[src/rtl/gray_cnt_pkg.sv]
`default_nettype none
// +--------------------------------------------------------------------+
// | gray_cnt_pkg                                                       |
// | Shared types and Gray-code helpers for the Gray counter bank.      |
// | Revision: 1.0                                                      |
// +--------------------------------------------------------------------+
package gray_cnt_pkg;

    typedef enum logic {
        SNAP_IDLE = 1'b0,
        SNAP_HOLD = 1'b1
    } snap_state_e;

    // Fixed 32-bit versions; narrower users zero-extend and truncate.
    function automatic logic [31:0] bin2gray(input logic [31:0] bin);
        return bin ^ (bin >> 1);
    endfunction

    function automatic logic [31:0] gray2bin(input logic [31:0] gray);
        logic [31:0] bin;
        bin[31] = gray[31];
        for (int i = 30; i >= 0; i--) begin
            bin[i] = bin[i+1] ^ gray[i];
        end
        return bin;
    endfunction

endpackage
`default_nettype wire

[src/rtl/gray_cnt_chan.sv]
`default_nettype none
// +--------------------------------------------------------------------+
// | gray_cnt_chan                                                      |
// | One counter channel: binary, Gray and sticky overflow registers.   |
// | Revision: 1.0                                                      |
// +--------------------------------------------------------------------+
module gray_cnt_chan
    import gray_cnt_pkg::*;
#(
    parameter int W   = 8,
    parameter int SAT = 0
) (
    input  logic         clk,
    input  logic         rst,
    input  logic         inc,
    input  logic         clr,
    output logic [W-1:0] cnt_bin,
    output logic [W-1:0] cnt_gray,
    output logic         ovf
);

    localparam logic [W-1:0] c_max = '1;

    logic [W-1:0] r_bin;
    logic [W-1:0] r_gray;
    logic         r_ovf;
    logic [W-1:0] w_bin_nxt;
    logic [W-1:0] w_gray_nxt;
    logic         w_ovf_nxt;

    always_comb begin
        w_bin_nxt = r_bin;
        w_ovf_nxt = r_ovf;
        if (clr) begin
            w_bin_nxt = '0;
            w_ovf_nxt = 1'b0;
        end else if (inc) begin
            if (r_bin == c_max) begin
                w_bin_nxt = (SAT != 0) ? c_max : '0;
                w_ovf_nxt = 1'b1;
            end else begin
                w_bin_nxt = r_bin + 1'b1;
            end
        end
        // Gray follows the next-state binary so both registers move together.
        w_gray_nxt = W'(bin2gray(32'(w_bin_nxt)));
    end

    always_ff @(posedge clk) begin
        if (rst) begin
            r_bin  <= '0;
            r_gray <= '0;
            r_ovf  <= 1'b0;
        end else begin
            r_bin  <= w_bin_nxt;
            r_gray <= w_gray_nxt;
            r_ovf  <= w_ovf_nxt;
        end
    end

    assign cnt_bin  = r_bin;
    assign cnt_gray = r_gray;
    assign ovf      = r_ovf;

endmodule
`default_nettype wire

[src/rtl/gray_cnt_bank.sv]
`default_nettype none
// +--------------------------------------------------------------------+
// | gray_cnt_bank                                                      |
// | CH-channel Gray/binary event counters with coherent snapshot.      |
// | Revision: 1.0                                                      |
// +--------------------------------------------------------------------+
module gray_cnt_bank
    import gray_cnt_pkg::*;
#(
    parameter int CH  = 4,
    parameter int W   = 8,
    parameter int SAT = 0
) (
    input  logic                 clk,
    input  logic                 rst,
    input  logic [CH-1:0]        inc,
    input  logic [CH-1:0]        clr,
    output logic [CH-1:0][W-1:0] cnt_bin,
    output logic [CH-1:0][W-1:0] cnt_gray,
    output logic [CH-1:0]        ovf,
    input  logic                 snap_req,
    output logic                 snap_valid,
    input  logic                 snap_ack,
    output logic [CH-1:0][W-1:0] snap_gray
);

    logic [CH-1:0][W-1:0] w_cnt_gray;
    snap_state_e          r_state;
    logic                 r_snap_valid;
    logic [CH-1:0][W-1:0] r_snap_gray;

    for (genvar i = 0; i < CH; i++) begin : g_chan
        gray_cnt_chan #(
            .W   (W),
            .SAT (SAT)
        ) u_chan (
            .clk      (clk),
            .rst      (rst),
            .inc      (inc[i]),
            .clr      (clr[i]),
            .cnt_bin  (cnt_bin[i]),
            .cnt_gray (w_cnt_gray[i]),
            .ovf      (ovf[i])
        );
    end

    // Capture takes the pre-edge Gray values so all channels are coherent.
    always_ff @(posedge clk) begin
        if (rst) begin
            r_state      <= SNAP_IDLE;
            r_snap_valid <= 1'b0;
            r_snap_gray  <= '0;
        end else begin
            case (r_state)
                SNAP_IDLE: begin
                    if (snap_req) begin
                        r_snap_gray  <= w_cnt_gray;
                        r_snap_valid <= 1'b1;
                        r_state      <= SNAP_HOLD;
                    end
                end
                SNAP_HOLD: begin
                    if (snap_ack) begin
                        r_snap_valid <= 1'b0;
                        r_state      <= SNAP_IDLE;
                    end
                end
                default: begin
                    r_snap_valid <= 1'b0;
                    r_state      <= SNAP_IDLE;
                end
            endcase
        end
    end

    assign cnt_gray   = w_cnt_gray;
    assign snap_valid = r_snap_valid;
    assign snap_gray  = r_snap_gray;

endmodule
`default_nettype wire
[config.mk]
export PLATFORM = sky130hd
export DESIGN_NAME = gray_cnt_bank
export DESIGN_NICKNAME = d
export VERILOG_FILES = /design/src/rtl/gray_cnt_pkg.sv /design/src/rtl/gray_cnt_chan.sv /design/src/rtl/gray_cnt_bank.sv
export SDC_FILE = /design/constraint.sdc
export NUM_CORES = 1
export LEC_CHECK = 0
export ABC_CLOCK_PERIOD_IN_PS = 4400
export BUFFER_PORTS_ARGS = -buffer_cell sky130_fd_sc_hd__clkbuf_2
export CORE_ASPECT_RATIO = 1.1
export CORE_UTILIZATION = 45
export DETAILED_ROUTE_END_ITERATION = 8
export HOLD_SLACK_MARGIN = 0.02
export PLACE_DENSITY = 0.8
export SKIP_CTS_REPAIR_TIMING = 1
export SYNTH_ARGS = -nofsm -noshare
export SYNTH_HDL_FRONTEND = slang
export SYNTH_SLANG_ARGS = --single-unit
[constraint.sdc]
create_clock -name clk -period 4.4 [get_ports clk]
set_clock_uncertainty 0.05 [all_clocks]
set_input_delay 0.66 -clock clk [delete_from_list [all_inputs] [get_ports clk]]
set_output_delay 0.66 -clock clk [all_outputs]
set_load 0.03 [all_outputs]
==> results.md <==
* DP HPWL at 6.76 mm
* Drt pass-1 iters at 4
* Clock slew at reported path FFs at roughly 90 ps
* PD cells at 335 nW/um2
* Ys Warns at 0
* Area grow syn2layout at 18.5%
* Num CTS Buffers at 9
* GRT overflow at 0
* Worst Max-Slew Pin Slew at between 400 and 500 ps
* Placed Area at between 4000 and 5000 um2
* Die width at 93.3 um
* Critical Path Stages at 6
* DRT iter0 DRCs at 155
* Post-Syn Nets at 495
* # DRC at 0
* Clock root buffer: clkbuf_8
* CP Capture Type: flop
* Nets at 586
* RSZ-0062 raised after global routing: no
* Antenna Cells at 0
* Num rows at 36
* DR vias/cell at 5.11
* WS Path Type: flop to flop
* Global Route Usage Sum at 19.8%
* Final setup viols at 0
* PnR Total Power at ~1.6 mW
* First-pass GRT wire length at 14.8 mm
* Vias in the first global route at approximately 3200
* ANT nets after route at 0
* Worst VDD drop at 175 uV
* TritonCTS clock tree: done
* Slew HR at 69.0%
* Mapped Cells at approximately 480
* Max Freq at around 0.52 GHz
* Final period utilization at between 40 and 50%
* Fill count at 794
* WHS at ~400 ps
* Final Wtd Congestion at 0.838
* Tmin final at approximately 1900 ps
* Max-Cap Viols at 0
* Setup_tns at 0 ps
* CP startpoint kind: flop
* Antenna violations before repair at 0
* Core Box Area at slightly below 9000 um2
* # IOs at 113
* Detailed Route WL at roughly 9.4 mm
* H-tree levels at 3
* Worst path slowest cell: dfxtp_1
* Reg2reg path depth at 6
* Pre-CTS setup slack at ~2100 ps
* Ys async rst share at 0%
* Hold Path Class: flop to flop
* Post-synthesis cell area at 4130 um2
* Maximum clock path buffer count at 2
* Final hold vios at 0
* WP data required at 4620 ps
* DR WL/cell at 13.6 um
* Status: complete, no violations
* Synthesis-stage register bit count at around 100
* Port bufs at 112
* Total leakage power at 2.06 nW
* CP delay by family, top: simple AND/OR/NAND/NOR gates
* Post-synth EDFFs at 0
* Post-Place Cells at between 600 and 700
* Design area at approximately 5000 um2
* Initial Util at 46.5%
* Setup ws final at 2470 ps
* Max Slew Vio Count at 0
* Largest net degree at the start of global routing at 35
* Fraction of layout cells with a size suffix above 1 at a little over a quarter
* CP cell instances: ha_1 -> nand4_2 -> nor2_2 -> xnor2_1 -> and2_1 -> mux2_2
* Sink Count at 98
* Hold depth at 2
* Largest stage delay, worst path at roughly 460 ps
* Fin util at 55.1%
* Register area share after synthesis at 47.6%
* CP arrival at 2140 ps
* Top FF cell, synth: dfxtp_1
* Die area at 9550 um2
* Die height at 102 um
* DR vias at 3521
* Worst Path Buf+Inv at 0
* CP Max Fanout at 7
* Worst skew pair latency at between 300 and 400 ps
* Synth Area per Inst at 8.61 um2
* Post-route insts no fill at 689
* Synth cell types at 50
-- synth_stat cells (all sizes together), types with 4 or more instances --
library cell  number  area share, %
a21oi             46            5.7
and3               7            1.3
buf               19            3.0
clkbuf            16            1.5
dfxtp             98             48
ha                 4            1.2
mux2               4            1.1
mux2i             10            2.4
nand2             88            8.0
nand4              8            1.5
nor2              71            6.7
nor3              14            1.7
o21ai              5           0.61
or2                4           0.67
xnor2             27            5.7
xor2              16            3.6
-- layout make-up --
type	count	area [um2]	area share (%)
clock buffer	11	141	2.89
clock inverter	5	77.6	1.59
inverter	1	3.75	0.0768
multi-input combinational	345	1980	40.5
sequential	98	1960	40.1
tap	114	143	2.92
timing repair buffer	115	583	11.9
-- kinds of logic after synthesis --
logic type / synth area share (%)
AND/OR/NAND/NOR: 23.6
flip-flops: 47.6
AO/OA/AOI/OAI: 10.3
XOR/XNOR: 9.31
buffers and inverters: 4.52
multiplexers: 3.52
adder cells (fa/ha/maj): 1.21
-- where the power goes --
part | internal [mW] | switching (mW)
registers | 0.895 | 0.00788
clock network | 0.334 | 0.304
logic | 0.0302 | 0.0691
total | 1.26 | 0.381
-- flip-flops by register name, summed over array words and instances (netlist names) --
register,cells
snap_valid,1
g_chan.u_chan.cnt_bin,28
g_chan.u_chan.cnt_gray,32
r_state,1
snap_gray,32
g_chan.u_chan.ovf,4
-- worst paths after layout --
kind	startpoint	to	slack [ps]
max	g_chan[3].u_chan.cnt_bin[0]	g_chan[3].u_chan.cnt_gray[5]	2470
min	snap_gray[5]	snap_gray[5]	410
max reg2reg	g_chan[3].u_chan.cnt_bin[0]	g_chan[3].u_chan.cnt_gray[5]	2470
min reg2reg	snap_gray[5]	snap_gray[5]	410
-- layout by cell type, fill, tap and decap left out, drive strengths merged, types with 2 or more instances in the layout --
cell type  netlist  routed
buf             19       3
nand2           88      88
nor3            14      14
nor2b            3       3
a21oi           46      46
o21bai           3       3
nor2            71      71
a41oi            2       2
xnor2           27      27
o211a            2       2
and4             3       3
a31oi            3       3
xor2            16      16
mux2i           10      10
o21ai            5       5
or3              2       2
nor3b            3       3
nand3            3       3
nand4            8       8
clkinv           0       2
dfxtp           98      98
mux2             4       4
clkbuf          16     123
nand2b           3       3
o21a             2       2
a21o             2       2
o2bb2ai          2       2
and2             3       3
and3             7       7
bufinv           0       2
ha               4       4
or2              4       4
-- routing by layer --
metal  share of wire, %  GRT usage, %
met4                1.8          9.47
met2                 51          35.3
met5                  0             0
met3                5.3          2.98
met1                 42          23.3
-- worst min-delay path, cell delays in order, from the launching register on --
cell,delay [ps]
dfxtp_1,320
nand2_1,50
a21oi_1,50
Note: power is estimated with default switching activity, not from simulation.
